$ cat src/rtl/scan_pkg.sv
// ---------------------------------------------------------------------------
// scan_pkg
// Shared types and default geometry for the LED matrix scan stage.
//   scan_state_t : row FSM state (dark gap vs. row lit)
//   ROWS, COLS   : default matrix geometry
//   BOARD_W      : width of the life-board vector (ROWS*COLS)
//   clog2_min1   : $clog2 that never returns 0, so 1-deep counters still
//                  get a legal 1-bit register
// ---------------------------------------------------------------------------
package scan_pkg;

  localparam int ROWS    = 8;
  localparam int COLS    = 8;
  localparam int BOARD_W = ROWS * COLS;

  typedef enum logic {
    S_BLANK = 1'b0,
    S_ON    = 1'b1
  } scan_state_t;

  function automatic int clog2_min1(input int v);
    return (v > 1) ? $clog2(v) : 1;
  endfunction

endpackage

$ cat src/rtl/led_matrix_scan_frame_divider.sv
// ---------------------------------------------------------------------------
// frame_divider
// Counts frame-end strobes and emits a one-cycle step_tick every GEN_FRAMES
// strobes. Shares clock, reset and enable behaviour with the scan top:
// enable=0 clears the count so a re-enabled display never fires a stale tick.
//   clk        in  system clock
//   reset      in  asynchronous active-low reset
//   enable     in  1 = count, 0 = count held at zero, no tick
//   frame_end  in  one-cycle strobe, one per completed frame
//   step_tick  out registered one-cycle pulse every GEN_FRAMES strobes
// ---------------------------------------------------------------------------
module frame_divider #(
  parameter int GEN_FRAMES = 30
) (
  input  logic clk,
  input  logic reset,
  input  logic enable,
  input  logic frame_end,
  output logic step_tick
);

  localparam int FW = scan_pkg::clog2_min1(GEN_FRAMES + 1);
  localparam logic [FW-1:0] GEN_TARGET = FW'(GEN_FRAMES);

  logic [FW-1:0] r_cnt;
  logic [FW-1:0] w_cnt_inc;
  logic          r_step_tick;

  assign w_cnt_inc = r_cnt + FW'(1);
  assign step_tick = r_step_tick;

  always_ff @(posedge clk or negedge reset) begin
    if (!reset) begin
      r_cnt       <= '0;
      r_step_tick <= 1'b0;
    end else if (!enable) begin
      r_cnt       <= '0;
      r_step_tick <= 1'b0;
    end else if (frame_end) begin
      if (w_cnt_inc == GEN_TARGET) begin
        r_cnt       <= '0;
        r_step_tick <= 1'b1;
      end else begin
        r_cnt       <= w_cnt_inc;
        r_step_tick <= 1'b0;
      end
    end else begin
      r_step_tick <= 1'b0;
    end
  end

endmodule

$ cat src/rtl/led_matrix_scan.sv
// ---------------------------------------------------------------------------
// led_matrix_scan
// Scans the 64-bit life board onto an 8x8 LED matrix one row at a time,
// with a dark gap before each row to suppress ghosting. The board is latched
// only at frame start so a generation never tears across a frame, and a
// step_tick is emitted every GEN_FRAMES frames to advance the game stage.
//   clk         in  system clock, rising edge
//   reset       in  asynchronous active-low reset
//   enable      in  1 = scan; 0 = dark, counters held at frame start
//   board       in  live board; bit r*COLS+c = row r, column c
//   row_n       out row select, active-low, one-cold when lit
//   col         out column drive, active-high
//   frame_start out one-cycle pulse when the board is latched
//   step_tick   out one-cycle pulse once per GEN_FRAMES frames
//   dbg_state   out current row FSM state
// Handshake: none; enable is a level, pulses are single-cycle strobes with
// no back-pressure.
// ---------------------------------------------------------------------------
module led_matrix_scan #(
  parameter int ROWS       = scan_pkg::ROWS,
  parameter int COLS       = scan_pkg::COLS,
  parameter int DWELL      = 1250,
  parameter int BLANK      = 16,
  parameter int GEN_FRAMES = 30
) (
  input  logic                      clk,
  input  logic                      reset,
  input  logic                      enable,
  input  logic [ROWS*COLS-1:0]      board,
  output logic [ROWS-1:0]           row_n,
  output logic [COLS-1:0]           col,
  output logic                      frame_start,
  output logic                      step_tick,
  output scan_pkg::scan_state_t     dbg_state
);

  import scan_pkg::scan_state_t;
  import scan_pkg::S_BLANK;
  import scan_pkg::S_ON;

  localparam int BOARD_W = ROWS * COLS;
  localparam int CW = scan_pkg::clog2_min1((DWELL > BLANK) ? DWELL : BLANK);
  localparam int IW = scan_pkg::clog2_min1(ROWS);
  localparam logic [CW-1:0] BLANK_LAST = CW'(BLANK - 1);
  localparam logic [CW-1:0] DWELL_LAST = CW'(DWELL - 1);
  localparam logic [IW-1:0] ROW_LAST   = IW'(ROWS - 1);

  scan_state_t       r_state, w_state_d;
  logic [CW-1:0]     r_cnt, w_cnt_d;
  logic [IW-1:0]     r_idx, w_idx_d;
  logic              r_run;          // 0 until the first enabled edge
  logic [BOARD_W-1:0] r_fbuf;
  logic [ROWS-1:0]   r_row_n, w_row_n_d;
  logic [COLS-1:0]   r_col, w_col_d;
  logic              r_frame_start;
  logic              w_latch;
  logic              w_frame_last;

  // State register
  always_ff @(posedge clk or negedge reset) begin
    if (!reset) begin
      r_state <= S_BLANK;
      r_cnt   <= '0;
      r_idx   <= '0;
      r_run   <= 1'b0;
    end else if (!enable) begin
      r_state <= S_BLANK;
      r_cnt   <= '0;
      r_idx   <= '0;
      r_run   <= 1'b0;
    end else begin
      r_state <= w_state_d;
      r_cnt   <= w_cnt_d;
      r_idx   <= w_idx_d;
      r_run   <= 1'b1;
    end
  end

  // Next-state logic. The first enabled edge is treated as entering the
  // row-0 gap, so it latches the board like any other frame boundary.
  always_comb begin
    w_state_d = r_state;
    w_cnt_d   = r_cnt + CW'(1);
    w_idx_d   = r_idx;
    w_latch   = 1'b0;
    if (!r_run) begin
      w_state_d = S_BLANK;
      w_cnt_d   = '0;
      w_idx_d   = '0;
      w_latch   = 1'b1;
    end else begin
      case (r_state)
        S_BLANK: begin
          if (r_cnt == BLANK_LAST) begin
            w_state_d = S_ON;
            w_cnt_d   = '0;
          end
        end
        S_ON: begin
          if (r_cnt == DWELL_LAST) begin
            w_state_d = S_BLANK;
            w_cnt_d   = '0;
            w_idx_d   = (r_idx == ROW_LAST) ? '0 : r_idx + IW'(1);
            w_latch   = (r_idx == ROW_LAST);
          end
        end
        default: begin
          w_state_d = S_BLANK;
          w_cnt_d   = '0;
        end
      endcase
    end
  end

  // Strobe on the edge that enters the final lit cycle of the last row, so
  // the registered step_tick lands in the same cycle as the row wrap decision
  // and the next frame_start follows one cycle later.
  assign w_frame_last = enable && (w_state_d == S_ON) &&
                        (w_idx_d == ROW_LAST) && (w_cnt_d == DWELL_LAST);

  // Output logic: next values for the output registers, taken from the next
  // state so the pins change on the same edge as the FSM. A latch edge always
  // enters S_BLANK, so r_fbuf is already current whenever a row is lit.
  always_comb begin
    w_row_n_d = '1;
    w_col_d   = '0;
    if (w_state_d == S_ON) begin
      w_row_n_d = ~(ROWS'(1) << w_idx_d);
      w_col_d   = r_fbuf[w_idx_d*COLS +: COLS];
    end
  end

  always_ff @(posedge clk or negedge reset) begin
    if (!reset) begin
      r_row_n       <= '1;
      r_col         <= '0;
      r_frame_start <= 1'b0;
    end else if (!enable) begin
      r_row_n       <= '1;
      r_col         <= '0;
      r_frame_start <= 1'b0;
    end else begin
      r_row_n       <= w_row_n_d;
      r_col         <= w_col_d;
      r_frame_start <= w_latch;
    end
  end

  // Frame buffer is held while disabled; only a frame boundary reloads it.
  always_ff @(posedge clk or negedge reset) begin
    if (!reset) begin
      r_fbuf <= '0;
    end else if (enable && w_latch) begin
      r_fbuf <= board;
    end
  end

  frame_divider #(
    .GEN_FRAMES (GEN_FRAMES)
  ) u_frame_divider (
    .clk       (clk),
    .reset     (reset),
    .enable    (enable),
    .frame_end (w_frame_last),
    .step_tick (step_tick)
  );

  assign row_n       = r_row_n;
  assign col         = r_col;
  assign frame_start = r_frame_start;
  assign dbg_state   = r_state;

endmodule
$ cat config.mk
export PLATFORM = sky130hd
export DESIGN_NAME = led_matrix_scan
export DESIGN_NICKNAME = d
export VERILOG_FILES = /design/src/rtl/scan_pkg.sv /design/src/rtl/led_matrix_scan_frame_divider.sv /design/src/rtl/led_matrix_scan.sv
export SDC_FILE = /design/constraint.sdc
export NUM_CORES = 1
export LEC_CHECK = 0
export ABC_AREA = 1
export BUFFER_PORTS_ARGS = -buffer_cell sky130_fd_sc_hd__clkbuf_2
export CAP_MARGIN = 20
export CORE_AREA = 2 2 98 100
export CTS_CLUSTER_DIAMETER = 80
export DETAILED_ROUTE_END_ITERATION = 7
export DIE_AREA = 0 0 100 102
export PLACE_DENSITY = 0.89
export SKIP_LAST_GASP = 1
export SYNTH_ARGS = -nofsm -noshare
export SYNTH_HDL_FRONTEND = slang
export SYNTH_SLANG_ARGS = --single-unit
$ cat constraint.sdc
create_clock -name clk -period 2.5 [get_ports clk]
set_input_delay 0.5 -clock clk [delete_from_list [all_inputs] [get_ports clk]]
set_output_delay 0.5 -clock clk [all_outputs]
set_load 0.1 [all_outputs]
# Word level (Yosys, flattened, before mapping)
# Index checks and enable logic that the tools add are counted.
[totals] reg_bits=103 input_bits=67 output_inout_bits=19
[op_classes] n_addsub=3 eq_ne=7 n_shift=2 n_mux=30 bitwise=2 n_reduce_logical=4
[op_table] cell="variable part select 64 x 7 -> 8 bit" n=1
[op_table] cell="2-to-1 mux 11 bit" n=4
[op_table] cell="2-to-1 mux 8 bit" n=4
[op_table] cell="== test 11 bit (second input constant)" n=2
[op_table] cell="one-hot mux 11 bit (2 select lines)" n=1
[op_table] cell="2-to-1 mux 3 bit" n=5
[op_table] cell="2-to-1 mux 5 bit" n=3
[op_table] cell="2-to-1 mux 1 bit" n=12
[op_table] cell="adder 11 x 1 -> 11 bit (second input constant)" n=1
[op_table] cell="== test 11 x 4 -> 1 bit (second input constant)" n=1
[op_table] cell="inverter 8 bit" n=1
[op_table] cell="<< shifter 1 x 3 -> 8 bit (first input constant)" n=1
[op_table] cell="== test 3 bit (second input constant)" n=2
[op_table] cell="adder 5 x 1 -> 5 bit (second input constant)" n=1
[op_table] cell="== test 5 bit (second input constant)" n=1
[op_table] cell="logical AND 1 bit" n=4
[op_table] cell="adder 3 x 1 -> 3 bit (second input constant)" n=1
[op_table] cell="inequality test 2 x 1 -> 1 bit (second input constant)" n=1
[op_table] cell="one-hot mux 1 bit (2 select lines)" n=1
[op_table] cell="inverter 1 bit" n=1

# Logic depth before layout (Yosys ltp)
# Gate-level depths: netlist of the first run.
[depth] ltp_word=10 depth_mapped=16

# Modules after synthesis
# Synthesis of the first run repeated with hierarchy kept, for this count alone.
[hier_totals] cells_unflattened=637 area_unflattened_um2=4988.5
[modules_own_cells] module="led_matrix_scan" instances=1 cells_per_inst=587 area_each_um2=4623.2 seq_area_each_um2=2437.3
[modules_own_cells] module="frame_divider" instances=1 cells_per_inst=50 area_each_um2=365.4 seq_area_each_um2=150.1

# Least setup slack after synthesis of the first run
# Ideal clock, no wire load.
[synth_timing] kind="register -> register" startpoint="register r_state, in the netlist dbg_state" endpoint="register r_col[3], in the netlist col[3]" setup_time_ns=0.117 arrival_time_ns=2.289 t_required_ns=2.383 path_slack_ns=0.094 stages_incl_launch_ff=13 n_path_buf=1 synth_period_minus_slack_ns=2.406 path_cell_list="dfrtp_1 inv_1 nor2_2 nand3_4 nor2_4 inv_1 nand3_2 nand2_2 buf_4 nor2_1 nor2_1 nand3_1 nand2_1"
[synth_between] elab_chain_len=5 elab_cells_between_ends=8 cone_classes="shift (1); mux (6); bitwise (1)"
[synth_lines] element="start, declared" line_no="led_matrix_scan.sv:48" text="scan_state_t r_state, w_state_d;"
[synth_lines] element="start signal, assigned" line_no="led_matrix_scan.sv:72" text="r_state <= w_state_d;"
[synth_lines] element="2-to-1 mux 3 bit or inverter 1 bit (tied branches)"
[synth_lines] element="2-to-1 mux 3 bit or one-hot mux 1 bit (2 select lines) (tied branches)" line_no="led_matrix_scan.sv:86, led_matrix_scan.sv:92"
[synth_lines] element="variable part select 64 x 7 -> 8 bit or 2-to-1 mux 1 bit (tied branches)" line_no="led_matrix_scan.sv:129, led_matrix_scan.sv:86"
[synth_lines] element="2-to-1 mux 8 bit *" line_no="led_matrix_scan.sv:127" text="if (w_state_d == S_ON) begin"
[synth_lines] element="2-to-1 mux 8 bit *" line_no="led_matrix_scan.sv:138" text="end else if (!enable) begin"
[synth_lines] element="end signal, assigned" line_no="led_matrix_scan.sv:144" text="r_col <= w_col_d;"
[synth_lines] element="end, declared" line_no="led_matrix_scan.sv:54" text="logic [COLS-1:0] r_col, w_col_d;"
# Every way passes the cells marked *; elsewhere a longest branch is shown, timed or not.
# A chain may end at the register's enable or synchronous reset.

# Final worst setup path of the first run
[layout_timing] startpoint="register r_cnt[0]" endpoint="register r_col[1], in the netlist col[1]"
[layout_between] elab_chain_len=7 elab_cells_between_ends=12 cone_classes="eq/ne (2); shift (1); mux (9)"
[layout_lines] element="start, declared" line_no="led_matrix_scan.sv:49" text="logic [CW-1:0] r_cnt, w_cnt_d;"
[layout_lines] element="start signal, assigned" line_no="led_matrix_scan.sv:73" text="r_cnt <= w_cnt_d;"
[layout_lines] element="== test 11 bit" line_no="led_matrix_scan.sv:100" text="if (r_cnt == DWELL_LAST) begin"
[layout_lines] element="2-to-1 mux 3 bit" line_no="led_matrix_scan.sv:100"
[layout_lines] element="2-to-1 mux 3 bit" line_no="led_matrix_scan.sv:92" text="case (r_state)"
[layout_lines] element="2-to-1 mux 3 bit" line_no="led_matrix_scan.sv:86" text="if (!r_run) begin"
[layout_lines] element="variable part select 64 x 7 -> 8 bit" line_no="led_matrix_scan.sv:129" text="w_col_d = r_fbuf[w_idx_d*COLS +: COLS];"
[layout_lines] element="2-to-1 mux 8 bit *" line_no="led_matrix_scan.sv:127"
[layout_lines] element="2-to-1 mux 8 bit *" line_no="led_matrix_scan.sv:138"
# Marks and branches as above.

==> results.txt, run 1 <==
final hold violation count - 0
io pins - 86
Slew Limit Fails - 0
Fin Setup TNS - 0 ns
adder-cell area share of the yosys netlist - 0.0150
Rel. slew slack - 0.345
port bufs - 85
peak supply drop - 288 uV
CP arrival - 2.61 ns
Critical path buffers and inverters - 1
fin crit period - 2.29 ns
H-tree depth - 3
synthesized area - 5020 um^2
worst-path fanout max - 11
Max Cap Viol - 0
Setup Buffers After CTS - 0
sequential share of the synthesized area - 0.515
largest family of logic cells by synthesized area - simple AND/OR/NAND/NOR gates
layout cells sized above 1 - 0.211
vias in the first global route - 4228
CTS tree - done
Post-Syn Nets - 719
dpl cell area - 5530 um^2
CTS Sinks - 103
CP Data Required Time - 2.82 ns
most used cell, CP - nand2_1
CTS Buf Count - 9
CP delay by family, top - simple AND/OR/NAND/NOR gates
Post-Synth XOR/XNOR Area - 0.00698
Via density - 5.17
GP Congestion - 0.911
Wirelength per Cell - 14.0 um
Yosys cell types - 32
largest net degree at the start of global routing - 69
area delta synth->final - 13.8%
slowest stage cell, crit path - dfrtp_1
final core occ - 0.627
Die Area - 10200 um^2
ANT nets after route - 0
Worst R2R End - col[1]
Core Rows - 35
WL final - 11800 um
Die Wd - 100 um
final period utilization - 0.916
root buffer cell - clkbuf_8
pwr/cell area - 563 nW/um^2
DR vias - 4345
FF-to-FF Start - r_cnt[0]
hold_buf cts - 0
Synth Instances - 646
Worst Setup End Kind - register
DRC Markers - 0
total power draw - 3.22 mW
Die Height - 102 um
Avg Cell Area, Syn - 7.77 um^2
mux share of post-synthesis cell area - 0
peak per-stage delay on the critical path - 0.43 ns
post_cts resized - 0
CTS Buffer Depth - 2
first-pass GRT wire length - 19700 um
initial core utilization - 0.551
antenna cells - 0
initial antenna violation count - 0
status - completed
CP Launch Type - register
Final nets - 798
crit-path cells - ha_1 -> nand2_1 -> nor2_2 -> a21oi_1 -> nor2_1 -> nand2_2 -> clkinv_1 -> o21ai_0 -> nand3b_1 -> nand2_1
Hold WS - 0.122 ns
#FFs+latches synth - 103
post-synthesis compound-gate area fraction - 0.0229
Final Instance Area - 5720 um^2
Core Footprint - 9110 um^2
Worst Reg-to-Reg Cells - 10
kind of critical path - register to register
initial DRC count - 327
Pleak - 3.18 nW
Clock Skews - 0.00751 ns
R2R setup slack - 0.21 ns
clk_lat worst skew - 0.38 ns
GRT Util Overall - 0.249
Setup Viol. Count Final - 0
clk slew on worst S/H paths - 0.10 ns
TritonRoute pass-1 iters - 5
Achievable Freq - 437 MHz
DP Wirelength - 8440 um
RSZ-0062 raised after global routing - false
Hold Crit Class - input pin to async pin
Slew @ Worst Pin - 0.981 ns
total congestion overflow - 0
Syn. warnings - 0
simple-gate area share of the yosys netlist - 0.382
## flip-flops by register name, indices dropped and copies added (netlist names)
signal / flops
r_fbuf: 64
col: 8
dbg_state: 1
r_cnt: 11
row_n: 8
r_idx: 3
u_frame_divider.step_tick: 1
r_run: 1
frame_start: 1
u_frame_divider.r_cnt: 5
## cells in the mapped netlist, drive strengths merged
cell	instances	area share
xnor2	1	0.0017
or2	5	0.0062
inv	45	0.034
a21oi	4	0.0040
xor2	3	0.0052
nand4	3	0.0037
nor3	11	0.011
and2	1	0.0017
dfstp	8	0.042
ha	6	0.015
o21ai	19	0.019
nand2	268	0.21
nand3	29	0.035
clkinv	1	0.00075
nor4	2	0.0025
nand3b	3	0.0045
clkbuf	7	0.0052
dfrtp	95	0.47
buf	14	0.018
nor2	121	0.11
## layout make-up
type,instances,area [um^2]
Clock buffer,9,124
Clock inverter,7,66.3
Fill cell,788,3390
Inverter,46,173
Multi-Input combinational cell,476,2140
Sequential cell,103,2590
Tap cell,111,139
Timing Repair Buffer,89,483
## worst max-delay path by stage
stage,start,to,slack [ns],cells past startpoint
after CTS,r_cnt[1],col[1],0.23,12
after detailed placement,r_cnt[0],col[1],0.27,10
final,r_cnt[0],col[1],0.21,10
after floorplan,dbg_state,col[3],0.09,12
after global routing,r_cnt[1],col[1],0.05,12
after global placement,r_cnt[1],col[0],0.39,13
## cell families (layout without fill, tap and decap cells)
logic type,count (synthesis),after routing
and+or+nand+nor,443,443
DFF,103,103
buffers and inverters,67,151
AOI/OAI and AO/OA,23,23
adders and majority gates,6,6
xor gates and xnor gates,4,4
## cells in the final DEF (no fill, tap or decap), types with 2 or more instances in the layout
cell | Yosys | layout
a21oi_1 | 4 | 4
buf_12 | 0 | 2
buf_4 | 6 | 3
clkbuf_2 | 0 | 84
clkbuf_8 | 0 | 9
dfrtp_1 | 95 | 95
dfstp_2 | 8 | 8
ha_1 | 6 | 6
inv_1 | 37 | 37
inv_2 | 8 | 8
inv_6 | 0 | 2
nand2_1 | 254 | 254
nand2_2 | 13 | 13
nand3_1 | 26 | 26
nand3_4 | 2 | 2
nand3b_1 | 3 | 3
nand4_1 | 3 | 3
nor2_1 | 108 | 108
nor2_2 | 6 | 6
nor2_4 | 4 | 4
nor2_8 | 3 | 3
nor3_1 | 11 | 11
nor4_1 | 2 | 2
o21ai_0 | 9 | 9
o21ai_1 | 10 | 10
or2_1 | 3 | 3
or2_2 | 2 | 2
xor2_1 | 3 | 3
## power by group
group          leakage (nW)  switching [mW]  internal [mW]
logic                  1.78           0.200          0.120
clock network        0.0949           0.635          0.385
registers              1.30          0.0785           1.80
## metrics by stage
step	instances	setup slack [ns]
floorplan	646	0.0937
global placement	825	0.389
detailed placement	825	0.274
CTS	841	0.235
global route	841	0.0460
finish	841	0.210
## routing by layer
layer  GRT usage  wire length (um)  vias to the layer above
li1            -                 -                     2129
met1       0.335              5040                     2048
met2       0.417              5980                      149
met3      0.0301               564                       19
met4      0.0948               229                        0
met5           0                 0                        -
No activity file was read; power rests on OpenSTA's default activity.
==> inputs of run 2 (changes only) <==
--- a/config.mk
+++ b/config.mk
@@ -12,6 +12,7 @@
 export CTS_CLUSTER_DIAMETER = 80
 export DETAILED_ROUTE_END_ITERATION = 7
 export DIE_AREA = 0 0 100 102
+export MAX_ROUTING_LAYER = met4
 export PLACE_DENSITY = 0.89
 export SKIP_LAST_GASP = 1
 export SYNTH_ARGS = -nofsm -noshare
==> run 2 against run 1 <==
Compared with the run above: first-iteration DRC count fell by 4.0%; hold slack got worse by 0.086 ns; register-to-register slack improved by 0.06 ns; wire length down 1.1%; total power grew 2.9%; largest cell class unchanged; sequential share of layout area down 0.14 points; setup slack better by 0.057 ns; sequential cell count unchanged; critical path depth is 2 higher; utilization increased by 0.19 points; global-route usage up 0.44 points; sequential power about the same; critical path type unchanged.
==> results.txt, run 2 (same netlist as run 1, synthesis figures left out) <==
status - completed
final hold violation count - 0
Critical path buffers and inverters - 2
hold_buf cts - 0
final core occ - 0.629
worst slack at placement - 0.296 ns
largest net degree at the start of global routing - 69
antenna cells - 0
final period utilization - 0.893
Setup Viol. Count Final - 0
DR WL met2 - 5770 um
CTS Buffer Depth - 2
H-tree depth - 3
DR top layer - met4
number of fill cells - 787
Hold Crit Class - input pin to async pin
fin crit period - 2.23 ns
Hold WS - 0.0364 ns
most frequent cells in the layout - nand2_1 (254), nor2_1 (108), dfrtp_1 (95), clkbuf_2 (84), inv_1 (37)
CTS Buf Count - 9
GRT Util Overall - 0.253
CP Data Required Time - 2.77 ns
GP Congestion - 0.905
max FFs per register - 64
clk_lat worst skew - 0.38 ns
routed wl met3 - 627 um
vias in the first global route - 4274
area of the multi-input gates - 2140 um^2
post_cts resized - 0
initial antenna violation count - 0
routed metal-1 wire length - 5070 um
peak supply drop - 297 uV
kind of critical path - register to register
Die Height - 102 um
commonest non-fill, non-tap cell in the layout - nand2_1
port bufs - 85
crit-path cells - inv_1 -> ha_1 -> nand2_1 -> nor2_2 -> nand3_4 -> nor2_1 -> nor2_2 -> nand2_2 -> clkinv_1 -> o21ai_0 -> nand3b_1 -> nand2_1
area delta synth->final - 14.2%
Via density - 5.11
dpl cell area - 5520 um^2
first-pass GRT wire length - 19700 um
Achievable Freq - 448 MHz
CP delay by family, top - simple AND/OR/NAND/NOR gates
fin cells - 842
CTS tree - done
Setup Buffers After CTS - 0
layout cells sized above 1 - 0.212
TritonRoute pass-1 iters - 5
worst-path fanout max - 11
Sequential cell area - 2590 um^2
peak per-stage delay on the critical path - 0.41 ns
Core Rows - 35
most flop-heavy register - r_fbuf
slowest stage cell, crit path - dfrtp_1
DR vias - 4306
CP arrival - 2.50 ns
io pins - 86
Worst Setup End Kind - register
DP Wirelength - 8460 um
Max Cap Viol - 0
Fin Setup TNS - 0 ns
initial DRC count - 314
ANT nets after route - 0
Die Wd - 100 um
setup ws final - 0.267 ns
placed insts - 826
Largest regs - r_fbuf: 64 flops, r_cnt: 11 flops
RSZ-0062 raised after global routing - false
initial core utilization - 0.551
Pleak - 3.19 nW
Final nets - 799
CTS Sinks - 103
Rel. slew slack - 0.334
Wirelength per Cell - 13.9 um
clk slew on worst S/H paths - 0.11 ns
Clock Skews - 0.0186 ns
pwr/cell area - 577 nW/um^2
Die Area - 10200 um^2
total power draw - 3.31 mW
CP Launch Type - register
Final Instance Area - 5730 um^2
WL final - 11700 um
Slew Limit Fails - 0
Slew @ Worst Pin - 0.997 ns
Core Footprint - 9110 um^2
root buffer cell - clkbuf_8
total congestion overflow - 0
DRC Markers - 0
==> run 2: changes by cell type in the layout (fill, tap and decap cells not counted), sizes merged <==
cell and change:
clkbuf +1, bufinv +1, buf +1, clkinvlp -1
clkinv -1
==> run 2: layer usage <==
layer | track usage | up-vias
met4 | 0.0927 | 0
met5 | - | -
met2 | 0.412 | 135
met1 | 0.328 | 2020
met3 | 0.0342 | 19
li1 | - | 2132
==> run 2: report_power, final <==
group          switching [mW]  internal (mW)
combinational           0.199          0.119
clock                   0.607          0.508
sequential             0.0788           1.80
==> run 2: cell type report <==
cell class              instances  area share
well taps                     111      0.0242
clock buffers                  10      0.0240
inverters                      46      0.0301
clock inverters                 6      0.0131
flip-flops and latches        103       0.451
multi-input cells             476       0.374
repair buffers                 90      0.0834
==> run 2: worst register-to-register path, delay by kind of cell, from the launching register on <==
family	cells	cell delay, ns
adders and majority gates	1	0.16
buffers and inverters	2	0.42
AOI/OAI and AO/OA	1	0.20
and+or+nand+nor	8	0.95
DFF	1	0.41
==> run 2: final timing paths <==
check	from	endpoint	slack, ns	cells after the start
setup / recovery	r_cnt[1]	col[1]	0.27	12
hold / removal	reset	r_fbuf[8]	0.04	1
min in group clk	board[2]	r_fbuf[2]	0.31	3
max in group asynchronous	reset	row_n[0]	1.80	2
hold reg to reg	r_fbuf[61]	r_fbuf[61]	0.48	2
setup reg to reg	r_cnt[1]	col[1]	0.27	12
==> inputs of run 3 (changes only) <==
--- a/config.mk
+++ b/config.mk
@@ -12,6 +12,7 @@
 export CTS_CLUSTER_DIAMETER = 80
 export DETAILED_ROUTE_END_ITERATION = 7
 export DIE_AREA = 0 0 100 102
+export GPL_TIMING_DRIVEN = 0
 export MAX_ROUTING_LAYER = met4
 export PLACE_DENSITY = 0.89
 export SKIP_LAST_GASP = 1
==> run 3 against run 2 <==
Compared with the run above: clock power fell by 11%; maximum frequency fell by 1.5%; critical path depth did not move; hold slack improved by 0.071 ns; register-to-register slack got worse by 0.03 ns; combinational power rose by 4%; utilization rose by 0.69 points; first-iteration DRC count rose by 0.32%; setup slack got worse by 0.035 ns; cell count rose by 2.0%; sequential share of layout area fell by 0.49 points; die area did not move; critical endpoint is now col[0]; highest routed layer unchanged.
==> results.txt, run 3 (same netlist as run 1, synthesis figures left out) <==
CP Launch Type - register
CTS Buffer Depth - 2
WL final - 12100 um
Core Rows - 35
DR vias - 4464
switching share of power - 0.281
area delta synth->final - 15.4%
layout cells sized above 1 - 0.219
initial core utilization - 0.551
Die Height - 102 um
final hold violation count - 0
CP arrival - 2.58 ns
first-pass GRT wire length - 19600 um
peak supply drop - 322 uV
Worst Setup End Kind - register
Core Footprint - 9110 um^2
DRC Markers - 0
Rel. slew slack - 0.638
DP Wirelength - 9050 um
Max Cap Viol - 0
Achievable Freq - 441 MHz
most frequent cells in the layout - nand2_1 (254), nor2_1 (108), dfrtp_1 (95), clkbuf_2 (84), inv_1 (37)
worst-path fanout max - 10
placed insts - 843
commonest non-fill, non-tap cell in the layout - nand2_1
RSZ-0062 raised after global routing - false
CTS Sinks - 103
GP Congestion - 0.970
hold_buf cts - 0
Largest regs - r_fbuf: 64 flops, r_cnt: 11 flops
GRT Util Overall - 0.257
ANT nets after route - 0
root buffer cell - clkbuf_8
Hold Crit Class - input pin to async pin
Die Wd - 100 um
max FFs per register - 64
largest net degree at the start of global routing - 71
CTS tree - done
Pleak - 3.23 nW
TritonRoute pass-1 iters - 7
initial DRC count - 315
Setup Buffers After CTS - 0
initial antenna violation count - 0
Setup Viol. Count Final - 0
kind of critical path - register to register
pwr/cell area - 552 nW/um^2
Comb pwr share - 0.103
antenna cells - 0
fin cells - 859
fin crit period - 2.27 ns
most flop-heavy register - r_fbuf
io pins - 86
Seq pwr share - 0.586
CTS Buf Count - 9
Slew Limit Fails - 0
H-tree depth - 3
status - completed
Clock Skews - 0.0150 ns
worst slack at placement - 0.293 ns
CP Data Required Time - 2.82 ns
port bufs - 85
Fin Setup TNS - 0 ns
number of fill cells - 776
cell internal pwr - 2.30 mW
total power draw - 3.20 mW
Slew @ Worst Pin - 0.546 ns
final period utilization - 0.907
Net Switching - 897 uW
clk slew on worst S/H paths - 0.10 ns
Via density - 5.20
Die Area - 10200 um^2
post_cts resized - 0
setup ws final - 0.232 ns
total congestion overflow - 0
Wirelength per Cell - 14.1 um
vias in the first global route - 4226
final core occ - 0.636
Final nets - 816
Clock Power Share - 0.311
clk_lat worst skew - 0.38 ns
-- run 3: cell type report --
class	instances	area [um^2]	share of cell area
repair buffers	86	455	0.0786
multi-input cells	476	2140	0.370
clock inverters	6	52.6	0.00907
well taps	111	139	0.0240
flip-flops and latches	103	2590	0.446
plain buffers	21	118	0.0203
clock buffers	10	128	0.0220
inverters	46	173	0.0298
-- run 3: power by group through the flow --
stage,clock network [mW],logic (mW),registers [mW]
6_report,0.993,0.330,1.87
5_1_grt,1.08,0.379,1.89
4_1_cts,0.997,0.333,1.87
3_5_place_dp,0,0.332,1.90
3_3_place_gp,0,0.311,1.90
2_1_floorplan,0,0.179,1.89
-- run 3: through the flow --
stage | instance area (um^2) | hold slack [ns]
floorplan | 5020 | 0.204
global placement | 5590 | 0.452
detailed placement | 5620 | 0.454
CTS | 5800 | 0.118
global route | 5800 | 0.134
finish | 5800 | 0.107
-- run 3: path summary, 6_finish.rpt --
kind / from / end / slack (ns) / cells past startpoint
max: r_cnt[0] / col[0] / 0.23 / 12
max reg2reg: r_cnt[0] / col[0] / 0.23 / 12
min: reset / u_frame_divider.step_tick / 0.11 / 1
min reg2reg: r_fbuf[57] / r_fbuf[57] / 0.48 / 2
min in group clk: board[5] / r_fbuf[5] / 0.31 / 3
max in group asynchronous: reset / row_n[6] / 1.66 / 2
-- run 3: routing by layer --
layer | vias up | part of all wire | GRT usage
met1 | 2081 | 0.41 | 0.335
met2 | 191 | 0.50 | 0.415
met3 | 23 | 0.067 | 0.0349
met5 | - | 0 | -
met4 | 0 | 0.022 | 0.0991
li1 | 2169 | - | -
-- run 3: critical path, stage by stage (launching register included) --
cell and delay, ns:
dfrtp_1 0.45, ha_1 0.28, nand2_1 0.14, nor2_2 0.19, a21oi_1 0.10, nor2_1 0.25, nand2_2 0.16, clkinv_1 0.08
buf_2 0.24, o21ai_1 0.12, inv_1 0.08, nand2_1 0.06, nand2_1 0.07
